===== src/rtl/vga_fb_display.sv =====
// vga_fb_display: VGA timing, per-line framebuffer prefetch and scaled RGB332 pixel output.
// Ports: clk pixel clock; res sync active-low reset; hires 128x64 vs 64x32 mode (sampled at frame start);
// fg/bg/border_color RGB332 colours; hSync/vSync sync outputs; vOutside high off window lines;
// frame_tick frame start pulse; r/g/b colour; fbAddr/fbData framebuffer read port (one cycle latency).
module vga_fb_display #(
  parameter int H_FRONT = 16,
  parameter int H_SYNC = 96,
  parameter int H_BACK = 48,
  parameter int H_ACTIVE = 640,
  parameter int V_FRONT = 11,
  parameter int V_SYNC = 2,
  parameter int V_BACK = 31,
  parameter int V_ACTIVE = 480,
  parameter int WIN_TOP = 80,
  parameter bit H_SYNC_POL = 1'b0,
  parameter bit V_SYNC_POL = 1'b0
) (
  input  logic        clk,
  input  logic        res,
  input  logic        hires,
  input  logic [7:0]  fg_color,
  input  logic [7:0]  bg_color,
  input  logic [7:0]  border_color,
  output logic        hSync,
  output logic        vSync,
  output logic        vOutside,
  output logic        frame_tick,
  output logic [2:0]  r,
  output logic [2:0]  g,
  output logic [1:0]  b,
  output logic [8:0]  fbAddr,
  input  logic [15:0] fbData
);
  localparam int HD = H_FRONT + H_SYNC + H_BACK;
  localparam int HT = HD + H_ACTIVE;
  localparam int VD = V_FRONT + V_SYNC + V_BACK;
  localparam int VT = VD + V_ACTIVE;
  localparam int WS = VD + WIN_TOP;
  localparam int WE = WS + 320;
  localparam logic [0:0] IDLE = 1'b0;
  localparam logic [0:0] FETCH = 1'b1;
  logic [11:0] h_q, h_d, v_q, v_d, v_nxt;
  logic        h_end, win, win_nxt, vis, fetch, pix, mode_q;
  logic [0:0]  state_q, state_d;
  logic [3:0]  k_q, k_d, lim, nw, ysub_q, ysub_d, xsub_q, xsub_d;
  logic [5:0]  row_q, row_d;
  logic [6:0]  col_q, col_d;
  logic [8:0]  addr_q, base;
  logic [15:0] lb_q [8];
  logic        hs_q, vs_q, vo_q, tick_q;
  logic [7:0]  rgb_q, rgb_d;
  always_comb begin
    h_end   = h_q == 12'(HT - 1);
    v_nxt   = (v_q == 12'(VT - 1)) ? '0 : v_q + 12'd1;
    h_d     = h_end ? '0 : h_q + 12'd1;
    v_d     = h_end ? v_nxt : v_q;
    win     = v_q >= 12'(WS) && v_q < 12'(WE);
    win_nxt = v_nxt >= 12'(WS) && v_nxt < 12'(WE);
    vis     = h_q >= 12'(HD) && v_q >= 12'(VD);
    lim     = mode_q ? 4'd4 : 4'd9;
    nw      = mode_q ? 4'd8 : 4'd4;
    // scale counters: sub-counter counts 0..lim, source index advances on its wrap
    ysub_d  = !h_end ? ysub_q : (v_nxt == 12'(WS) || ysub_q == lim) ? '0 : ysub_q + 4'd1;
    row_d   = !h_end ? row_q : v_nxt == 12'(WS) ? '0 : ysub_q == lim ? row_q + 6'd1 : row_q;
    xsub_d  = (h_q == 12'(HD - 1) || xsub_q == lim) ? '0 : xsub_q + 4'd1;
    col_d   = h_q == 12'(HD - 1) ? '0 : xsub_q == lim ? col_q + 7'd1 : col_q;
    fetch   = state_q == FETCH;
    // FETCH spans hPos 0..W: addresses on 0..W-1, data captured on 1..W
    state_d = fetch ? (k_q == nw ? IDLE : FETCH) : (h_end && win_nxt ? FETCH : IDLE);
    k_d     = fetch ? k_q + 4'd1 : '0;
    base    = mode_q ? {row_q, 3'b000} : {1'b0, row_q, 2'b00};
    fbAddr  = (fetch && k_q < nw) ? base + 9'(k_q) : addr_q;
    pix     = lb_q[col_q[6:4]][~col_q[3:0]];
    rgb_d   = !vis ? '0 : !win ? border_color : pix ? fg_color : bg_color;
  end
  always_ff @(posedge clk) begin
    if (!res) begin
      h_q     <= '0;
      v_q     <= '0;
      mode_q  <= 1'b0;
      state_q <= IDLE;
      k_q     <= '0;
      ysub_q  <= '0;
      row_q   <= '0;
      xsub_q  <= '0;
      col_q   <= '0;
      addr_q  <= '0;
      for (int i = 0; i < 8; i++) lb_q[i] <= '0;
      hs_q    <= ~H_SYNC_POL;
      vs_q    <= ~V_SYNC_POL;
      vo_q    <= 1'b1;
      tick_q  <= 1'b0;
      rgb_q   <= '0;
    end else begin
      h_q     <= h_d;
      v_q     <= v_d;
      if (h_q == '0 && v_q == '0) mode_q <= hires;
      state_q <= state_d;
      k_q     <= k_d;
      ysub_q  <= ysub_d;
      row_q   <= row_d;
      xsub_q  <= xsub_d;
      col_q   <= col_d;
      addr_q  <= fbAddr;
      if (fetch && k_q != '0) lb_q[3'(k_q - 4'd1)] <= fbData;
      hs_q    <= (h_q >= 12'(H_FRONT) && h_q < 12'(H_FRONT + H_SYNC)) ? H_SYNC_POL : ~H_SYNC_POL;
      vs_q    <= (v_q >= 12'(V_FRONT) && v_q < 12'(V_FRONT + V_SYNC)) ? V_SYNC_POL : ~V_SYNC_POL;
      vo_q    <= ~win;
      tick_q  <= h_d == '0 && v_d == '0;
      rgb_q   <= rgb_d;
    end
  end
  assign hSync      = hs_q;
  assign vSync      = vs_q;
  assign vOutside   = vo_q;
  assign frame_tick = tick_q;
  assign r          = rgb_q[7:5];
  assign g          = rgb_q[4:2];
  assign b          = rgb_q[1:0];
endmodule


===== config.mk =====
export PLATFORM = sky130hd
export DESIGN_NAME = vga_fb_display
export DESIGN_NICKNAME = d
export VERILOG_FILES = /design/src/rtl/vga_fb_display.sv
export SDC_FILE = /design/constraint.sdc
export NUM_CORES = 1
export LEC_CHECK = 0
export CAP_MARGIN = 20
export CELL_PAD_IN_SITES_DETAIL_PLACEMENT = 1
export CELL_PAD_IN_SITES_GLOBAL_PLACEMENT = 1
export CORE_MARGIN = 5
export CORE_UTILIZATION = 30
export CTS_CLUSTER_SIZE = 14
export DETAILED_ROUTE_END_ITERATION = 10
export GPL_TIMING_DRIVEN = 0
export PLACE_DENSITY = 0.65
export SKIP_CTS_REPAIR_TIMING = 1
export SLEW_MARGIN = 10
export SYNTH_ARGS = -nofsm -noshare
export SYNTH_HDL_FRONTEND = slang
export SYNTH_SLANG_ARGS = --single-unit

===== constraint.sdc =====
create_clock -name clk -period 3.32 [get_ports clk]
set_clock_uncertainty 0.05 [all_clocks]
set_input_delay 0.332 -clock clk [delete_from_list [all_inputs] [get_ports clk]]
set_output_delay 0.332 -clock clk [all_outputs]
set_load 0.05 [all_outputs]

==> results.sh, run 1 <==
export IMPL_status="finished clean"
export IMPL_use_met3_pct=2.31
export IMPL_drv_cap=0
export IMPL_preCtsSetupSlack_ns=-0.578
export IMPL_synth_fp_nets=946
export IMPL_place_gp_congestion=0.805
export IMPL_drt_iter0_drc=345
export IMPL_period_minus_slack_ns=3.19
export IMPL_fin_area_mm2=0.0123
export IMPL_layout_setup_ws_ns=0.130
export IMPL_port_buffers=63
export IMPL_fin_tns_setup_ns=0
export IMPL_drv_slew=0
export IMPL_cts_root_buffer="clkbuf_16"
export IMPL_gr_usage_met2_pct=26.4
export IMPL_end_kind="output port"
export IMPL_htreeDepth=1
export IMPL_die_y_um=193
export IMPL_cts_tree="done"
export IMPL_period_share_pct=96.1
export IMPL_yosys_warnings=0
export IMPL_p_leak_uw=0.00436
export IMPL_path_common_cell="buf_4"
export IMPL_multi_input_area_mm2=0.00448
export IMPL_dp_hpwl_mm=19.6
export IMPL_chipWidth_um=193
export IMPL_ir_drop_mv=0.316
export IMPL_fmax_ghz=0.314
export IMPL_place_area_mm2=0.0114
export IMPL_setup_viol=0
export IMPL_powerDensity_mw_per_mm2=469
export IMPL_clock_sinks=203
export IMPL_placementRows=67
export IMPL_wire_per_inst_um=19.6
export IMPL_synthArstFlopShare_pct=0
export IMPL_cpMaxStageDelayCell="fa_1"
export IMPL_hold_viol=0
export IMPL_drt_pass1_iter_count=4
export IMPL_layout_drive_gt1_share_pct=14.6
export IMPL_start_util_pct=30.2
export IMPL_slowest_delay_ns=0.44
export IMPL_yosys_area_top_type="edfxtp_1"
export IMPL_max_slew_margin_pct=38.0
export IMPL_syn_inst=886
export IMPL_synth_distinct_cells=71
export IMPL_top_usage_layer="met2"
export IMPL_vias=7167
export IMPL_totalWireLength_mm=28.5
export IMPL_worstMarginPinSlew_ns=0.923
export IMPL_synth_top_cell_area_share_pct=38.1
export IMPL_clk_pin_slew_ns=0.06
export IMPL_grt_pass1_wl_mm=44.5
export IMPL_grt_overflow=0
export IMPL_cp_arrival_ns=2.81
export IMPL_antenna_found_initial=1
export IMPL_hp_class="in2reg"
export IMPL_synth_seq_cells=203
export IMPL_grt_max_degree=17
export IMPL_reg2reg_depth=8
export IMPL_cts_buffers=26
export IMPL_rsz0062_at_grt="yes"
export IMPL_clock_path_buffers=3
export IMPL_nets=1048
export IMPL_vias_per_cell=4.92
export IMPL_grt_usage_pct=14.9
export IMPL_clkLatencyLatePin_ns=0.53
export IMPL_area_growth_pct=22.1
export IMPL_worst_setup_path_start_kind="flip-flop"
export IMPL_drc=0
export IMPL_min_path_cells=3
export IMPL_num_fill_cells=3725
export IMPL_pin_count=64
export IMPL_synthTopCellsByArea="edfxtp_1 38%, dfxtp_1 15%, and2_1 8.9%"
export IMPL_ys_seq_area_share_pct=53.0
export IMPL_critical_path_required_ns=2.94
export IMPL_power_total_uw=5770
export IMPL_seqCellArea_mm2=0.00535
export IMPL_path_cells="buf_8, mux2i_4, buf_4, fa_1, nor2b_2, o211a_1, nand2_1, a32oi_1, o21ai_0, buf_4"
export IMPL_synth_edff_count=128
export IMPL_cp_max_fo=6
export IMPL_grt_pass1_vias=7671
export IMPL_use_met1_pct=19.2
export IMPL_layout_common_cells="143 x and2_1, 128 x edfxtp_1, 73 x nor2_1, 73 x dfxtp_1"
export IMPL_syn_area_per_cell_um2=11.4
export IMPL_core_mm2=0.0334
export IMPL_critPathKind="reg2out"
export IMPL_syn_area_mm2=0.0101
export IMPL_synthFlopType="edfxtp_1"
export IMPL_antenna_left=0
export IMPL_final_common_cell="and2_1"
export IMPL_dieArea_mm2=0.0374
critical path, delay by kind of cell (launching register included):
family | cells | cell delay (ns)
AO/OA/AOI/OAI | 3 | 0.56
multiplexers | 1 | 0.18
AND/OR/NAND/NOR | 2 | 0.23
adder cells (fa/ha/maj) | 1 | 0.44
flip-flops | 1 | 0.37
buffers and inverters | 3 | 0.50
report_power, final:
| group | internal [uW] | leakage (uW) | switching (uW) | total (uW) |
|---|---|---|---|---|
| combinational | 136 | 0.00213 | 159 | 295 |
| clock | 1570 | 0.000399 | 1100 | 2680 |
| sequential | 2770 | 0.00182 | 35.2 | 2800 |
| total | 4480 | 0.00436 | 1300 | 5770 |
per-stage QoR:
step	cells	hold slack (ns)	utilization [%]
6_report	1457	0.338	36.9
3_5_place_dp	1402	0.427	34.2
4_1_cts	1450	0.315	36.6
2_1_floorplan	886	0.380	-
3_3_place_gp	1397	0.394	33.8
5_1_grt	1456	0.340	36.9
synth_stat cells (3+ instances only):
cell / instances
and2_1: 143
edfxtp_1: 128
dfxtp_1: 75
nor2_1: 74
nand2_1: 54
mux4_2: 32
clkbuf_1: 29
a21oi_1: 27
mux2i_1: 26
nand3_1: 24
o21ai_0: 24
inv_1: 19
xnor2_1: 19
buf_2: 16
ha_1: 16
nor3_1: 15
xor2_1: 15
a211oi_1: 11
or3_1: 11
nand4_1: 10
nand2b_1: 8
a31oi_1: 7
and3_1: 7
nor2b_1: 7
o22ai_1: 6
and4_1: 5
or4_1: 5
nor4_1: 4
o2111ai_1: 4
a211o_1: 3
a21o_1: 3
a22oi_1: 3
buf_1: 3
buf_4: 3
buf_6: 3
o21a_1: 3
final cells by class:
class,instances,area share (%)
inverters,20,0.610
multi-input cells,609,36.4
repair buffers,75,6.21
diodes,1,0.0203
flip-flops and latches,203,43.5
plain buffers,53,2.16
clock buffers,36,5.75
well taps,448,4.55
clock inverters,12,0.834
metal layers:
metal / routed length, um / vias to the layer above / share of wire, %
met3: 1190 / 42 / 4.2
met2: 14300 / 113 / 50
met5: 0 / - / 0
li1: - / 3419 / -
met1: 12300 / 3593 / 43
met4: 660 / 0 / 2.3
state kept, by name (all words and copies together) (netlist names), named ones only:
signal      flops
addr_q          9
vOutside        1
lb_q          128
xsub_q          4
vSync           1
k_q             4
ysub_q          4
fetch           1
frame_tick      1
rgb_q           8
col_q           7
h_q            12
hSync           1
mode_q          1
row_q           6
v_q            12
path summary, 6_finish.rpt:
| check | start | to | slack (ns) |
|---|---|---|---|
| worst min-delay path | border_color[6] | rgb_q[6] | 0.34 |
| worst max register to register | h_q[0] | frame_tick | 0.22 |
| worst max-delay path | mode_q | fbAddr[8] | 0.13 |
| worst min register to register | h_q[0] | h_q[0] | 0.43 |
kinds of logic after synthesis:
| logic type | count (synthesis) | share of synthesized area [%] |
|---|---|---|
| XOR/XNOR | 34 | 2.96 |
| adder cells (fa/ha/maj) | 17 | 2.19 |
| AND/OR/NAND/NOR | 385 | 21.2 |
| flip-flops | 203 | 53.0 |
| multiplexers | 60 | 9.96 |
| AO/OA/AOI/OAI | 113 | 7.36 |
| buffers and inverters | 74 | 3.29 |
(Power assumes the default switching activity.)
==> inputs of run 2 (changes only) <==
--- a/config.mk
+++ b/config.mk
@@ -14,7 +14,6 @@
 export DETAILED_ROUTE_END_ITERATION = 10
 export GPL_TIMING_DRIVEN = 0
 export PLACE_DENSITY = 0.65
-export SKIP_CTS_REPAIR_TIMING = 1
 export SLEW_MARGIN = 10
 export SYNTH_ARGS = -nofsm -noshare
 export SYNTH_HDL_FRONTEND = slang
==> results.sh, run 2 (synthesized netlist as in run 1, its figures left out) <==
export IMPL_seqCellArea_mm2=0.00535
export IMPL_area_growth_pct=21.8
export IMPL_powerDensity_mw_per_mm2=470
export IMPL_grt_overflow=0
export IMPL_top_regs="lb_q (128), h_q (12), v_q (12)"
export IMPL_port_buffers=63
export IMPL_place_gp_congestion=0.805
export IMPL_antenna_found_initial=1
export IMPL_largest_register_ffs=128
export IMPL_clock_sinks=203
export IMPL_clk_pin_slew_ns=0.06
export IMPL_drv_cap=0
export IMPL_power_total_uw=5770
export IMPL_clock_path_buffers=3
export IMPL_cts_tree="done"
export IMPL_end_kind="output port"
export IMPL_grt_usage_pct=14.9
export IMPL_nets=1044
export IMPL_grt_pass1_vias=7684
export IMPL_grt_max_degree=17
export IMPL_period_share_pct=96.8
export IMPL_cts_buffers=26
export IMPL_layout_common_cells="143 x and2_1, 128 x edfxtp_1, 73 x nor2_1, 73 x dfxtp_1"
export IMPL_drt_pass1_iter_count=4
export IMPL_drc=0
export IMPL_multi_input_area_mm2=0.00449
export IMPL_preCtsSetupSlack_ns=-0.578
export IMPL_vias=7176
export IMPL_dieArea_mm2=0.0374
export IMPL_die_y_um=193
export IMPL_ir_drop_mv=0.313
export IMPL_fmax_ghz=0.311
export IMPL_cp_max_fo=10
export IMPL_placementRows=67
export IMPL_num_fill_cells=3731
export IMPL_start_util_pct=30.2
export IMPL_antenna_left=0
export IMPL_r2r_setup_slack_ns=0.22
export IMPL_final_common_cell="and2_1"
export IMPL_hold_viol=0
export IMPL_layout_setup_ws_ns=0.105
export IMPL_vias_per_cell=4.94
export IMPL_critPathKind="reg2out"
export IMPL_status="finished clean"
export IMPL_postCtsHoldBufs=0
export IMPL_layout_drive_gt1_share_pct=14.8
export IMPL_worstMarginPinSlew_ns=0.934
export IMPL_worst_setup_path_start_kind="flip-flop"
export IMPL_chipWidth_um=193
export IMPL_cts_root_buffer="clkbuf_16"
export IMPL_period_minus_slack_ns=3.21
export IMPL_max_slew_margin_pct=37.3
export IMPL_p_leak_uw=0.00428
export IMPL_setup_viol=0
export IMPL_htreeDepth=1
export IMPL_critical_path_required_ns=2.94
export IMPL_clkLatencyLatePin_ns=0.53
export IMPL_drt_iter0_drc=283
export IMPL_totalWireLength_mm=28.5
export IMPL_holdWs_ns=0.340
export IMPL_rsz0062_at_grt="yes"
export IMPL_cp_arrival_ns=2.83
export IMPL_dp_hpwl_mm=19.6
export IMPL_grt_pass1_wl_mm=44.6
export IMPL_pin_count=64
export IMPL_hp_class="in2reg"
export IMPL_core_mm2=0.0334
export IMPL_drv_slew=0
export IMPL_regMostFlops="lb_q"
export IMPL_wire_per_inst_um=19.6
run 2: cell types whose count changed in the layout (fill, tap and decap cells not counted), moves of 2 or more:
cell	previous run	this run
buf_4	10	7
clkbuf_2	5	2
dlymetal6s2s_1	3	0
buf_2	16	18
buf_8	6	4
clkdlybuf4s15_2	0	2
nand2b_1	7	5
nand2b_2	1	3
run 2: what timing repair did:
item	in CTS	in global routing
gates resized for setup	51	16
endpoints found under the setup margin	25	27
setup buffers	0	3
pin swaps	1	2
run 2: area by class of cell:
class	instances	area share [%]
multi-input cells	609	36.6
clock buffers	36	5.77
plain buffers	53	2.16
flip-flops and latches	203	43.6
inverters	20	0.612
diodes	1	0.0204
well taps	448	4.57
clock inverters	12	0.836
repair buffers	71	5.88
run 2: where the power goes:
group | internal (uW) | switching, uW | leakage, uW | total [uW]
clock network | 1570 | 1100 | 0.000399 | 2680
logic | 130 | 159 | 0.00206 | 289
registers | 2770 | 34.9 | 0.00182 | 2800
run 2: per-stage QoR:
stage	TNS (ns)	cells	util (%)	instance area, um2
after CTS	-0.0704	1450	36.7	12200
after global placement	-135.65	1397	33.8	11300
after detailed placement	-21.76	1402	34.2	11400
after floorplan	0	886	-	10100
final	0	1453	36.8	12300
after global routing	-0.0833	1452	36.8	12300
run 2: critical path, stage by stage (launching register included):
cell     delay (ns)
dfxtp_4        0.38
buf_8          0.15
mux2i_4        0.23
inv_1          0.06
ha_1           0.27
a21oi_1        0.09
nor2_2         0.17
nand3_1        0.11
xor2_1         0.17
nand2_1        0.09
o21ai_2        0.07
a31oi_2        0.30
buf_6          0.21
run 2: path summary, 6_finish.rpt:
kind,from,endpoint,cells after the start
worst min-delay path,border_color[6],rgb_q[6],3
worst min register to register,h_q[0],h_q[0],1
worst max-delay path,mode_q,fbAddr[7],12
worst max register to register,h_q[0],frame_tick,8
run 2: per-layer routing:
metal  vias to the layer above  track usage, %  share of wire [%]
li1                       3413               -                  -
met2                        97            26.6                 50
met5                         -               0                  0
met4                         0            3.51                2.0
met1                      3630            19.2                 44
met3                        36            2.24                3.3
==> inputs of run 3 (changes only) <==
--- a/config.mk
+++ b/config.mk
@@ -13,7 +13,7 @@
 export CTS_CLUSTER_SIZE = 14
 export DETAILED_ROUTE_END_ITERATION = 10
 export GPL_TIMING_DRIVEN = 0
-export PLACE_DENSITY = 0.65
+export PLACE_DENSITY = 0.64
 export SLEW_MARGIN = 10
 export SYNTH_ARGS = -nofsm -noshare
 export SYNTH_HDL_FRONTEND = slang
==> results.sh, run 3 (synthesized netlist as in run 1, its figures left out) <==
export IMPL_status="finished clean"
export IMPL_worst_setup_path_start_kind="flip-flop"
export IMPL_cts_tree="done"
export IMPL_multi_input_area_mm2=0.00451
export IMPL_grt_pass1_wl_mm=44.4
export IMPL_drc=0
export IMPL_preCtsSetupSlack_ns=-0.565
export IMPL_place_gp_congestion=0.811
export IMPL_top_regs="lb_q (128), h_q (12), v_q (12)"
export IMPL_pin_count=64
export IMPL_drv_cap=0
export IMPL_layout_common_cells="143 x and2_1, 128 x edfxtp_1, 73 x nor2_1, 73 x dfxtp_1"
export IMPL_fmax_ghz=0.318
export IMPL_clock_path_buffers=3
export IMPL_grt_max_degree=17
export IMPL_critical_path_required_ns=2.94
export IMPL_wire_per_inst_um=19.3
export IMPL_port_buffers=63
export IMPL_clk_pin_slew_ns=0.05
export IMPL_fin_tns_setup_ns=0
export IMPL_powerDensity_mw_per_mm2=458
export IMPL_end_kind="output port"
export IMPL_antenna_left=0
export IMPL_cp_max_fo=10
export IMPL_layout_setup_ws_ns=0.180
export IMPL_dieArea_mm2=0.0374
export IMPL_start_util_pct=30.2
export IMPL_drt_pass1_iter_count=5
export IMPL_cts_buffers=25
export IMPL_p_leak_uw=0.00425
export IMPL_htreeDepth=1
export IMPL_nets=1044
export IMPL_num_fill_cells=3721
export IMPL_area_growth_pct=21.3
export IMPL_period_share_pct=94.6
export IMPL_power_total_uw=5590
export IMPL_clock_sinks=203
export IMPL_vias_per_cell=4.92
export IMPL_largest_register_ffs=128
export IMPL_reg2reg_depth=9
export IMPL_totalWireLength_mm=28.0
export IMPL_vias=7129
export IMPL_critPathKind="reg2out"
export IMPL_cts_root_buffer="clkbuf_16"
export IMPL_worstMarginPinSlew_ns=0.882
export IMPL_drv_slew=0
export IMPL_grt_usage_pct=14.7
export IMPL_final_common_cell="and2_1"
export IMPL_grt_pass1_vias=7535
export IMPL_seqCellArea_mm2=0.00535
export IMPL_core_mm2=0.0334
export IMPL_period_minus_slack_ns=3.14
export IMPL_min_path_cells=3
export IMPL_antenna_found_initial=0
export IMPL_placementRows=67
export IMPL_dp_hpwl_mm=19.3
export IMPL_r2r_setup_slack_ns=0.20
export IMPL_hold_viol=0
export IMPL_cp_arrival_ns=2.76
export IMPL_regMostFlops="lb_q"
export IMPL_postCtsHoldBufs=0
export IMPL_die_y_um=193
export IMPL_clkLatencyLatePin_ns=0.53
export IMPL_rsz0062_at_grt="yes"
export IMPL_setup_viol=0
export IMPL_layout_drive_gt1_share_pct=14.4
export IMPL_drt_iter0_drc=311
export IMPL_chipWidth_um=193
export IMPL_hp_class="in2reg"
export IMPL_ir_drop_mv=0.332
export IMPL_max_slew_margin_pct=40.8
export IMPL_holdWs_ns=0.353
export IMPL_grt_overflow=0
-- run 3: through the flow --
step / instance area, um2 / std cells / util, %
CTS: 12200 / 1446 / 36.5
floorplan: 10100 / 886 / -
global placement: 11300 / 1397 / 33.8
finish: 12200 / 1448 / 36.6
global route: 12200 / 1447 / 36.6
detailed placement: 11400 / 1403 / 34.2
-- run 3: routing by layer --
metal,GRT usage [%],vias to the layer above,part of all wire [%]
met2,25.4,100,49
met3,2.38,27,3.5
met1,20.0,3598,46
li1,-,3404,-
met5,0,-,0
met4,2.33,0,1.2
-- run 3: cell type report --
type,count,area share (%)
clock buffers,37,5.73
diodes,1,0.0205
multi-input cells,609,36.9
repair buffers,71,5.84
plain buffers,54,2.20
inverters,20,0.614
well taps,448,4.59
clock inverters,5,0.369
flip-flops and latches,203,43.8
-- run 3: repair_timing --
| action | in CTS | in global routing |
|---|---|---|
| pin swaps | 0 | 4 |
| hold endpoints to repair | 0 | 0 |
| setup endpoints to repair | 73 | 43 |
| gates resized for setup | 50 | 19 |
| buffers inserted | 1 | 1 |
-- run 3: worst paths after layout --
kind	endpoint	startpoint
setup reg to reg	ysub_q[3]	v_q[1]
hold / removal	rgb_q[6]	border_color[6]
hold reg to reg	h_q[0]	h_q[0]
setup / recovery	fbAddr[8]	mode_q
-- run 3: critical path, stage by stage, from the launching register on --
cell and delay, ns:
dfxtp_4 0.36, buf_8 0.14, nor2b_1 0.13, ha_1 0.18
inv_1 0.06, fa_2 0.35, nor2b_2 0.18, o211a_1 0.21
nand2_1 0.07, a32oi_1 0.25, o21ai_1 0.10, buf_4 0.20
-- run 3: power by group --
| part | leakage, uW | switching [uW] | internal [uW] |
|---|---|---|---|
| combinational | 0.00206 | 156 | 129 |
| sequential | 0.00182 | 32.8 | 2770 |
| clock | 0.000360 | 1050 | 1460 |
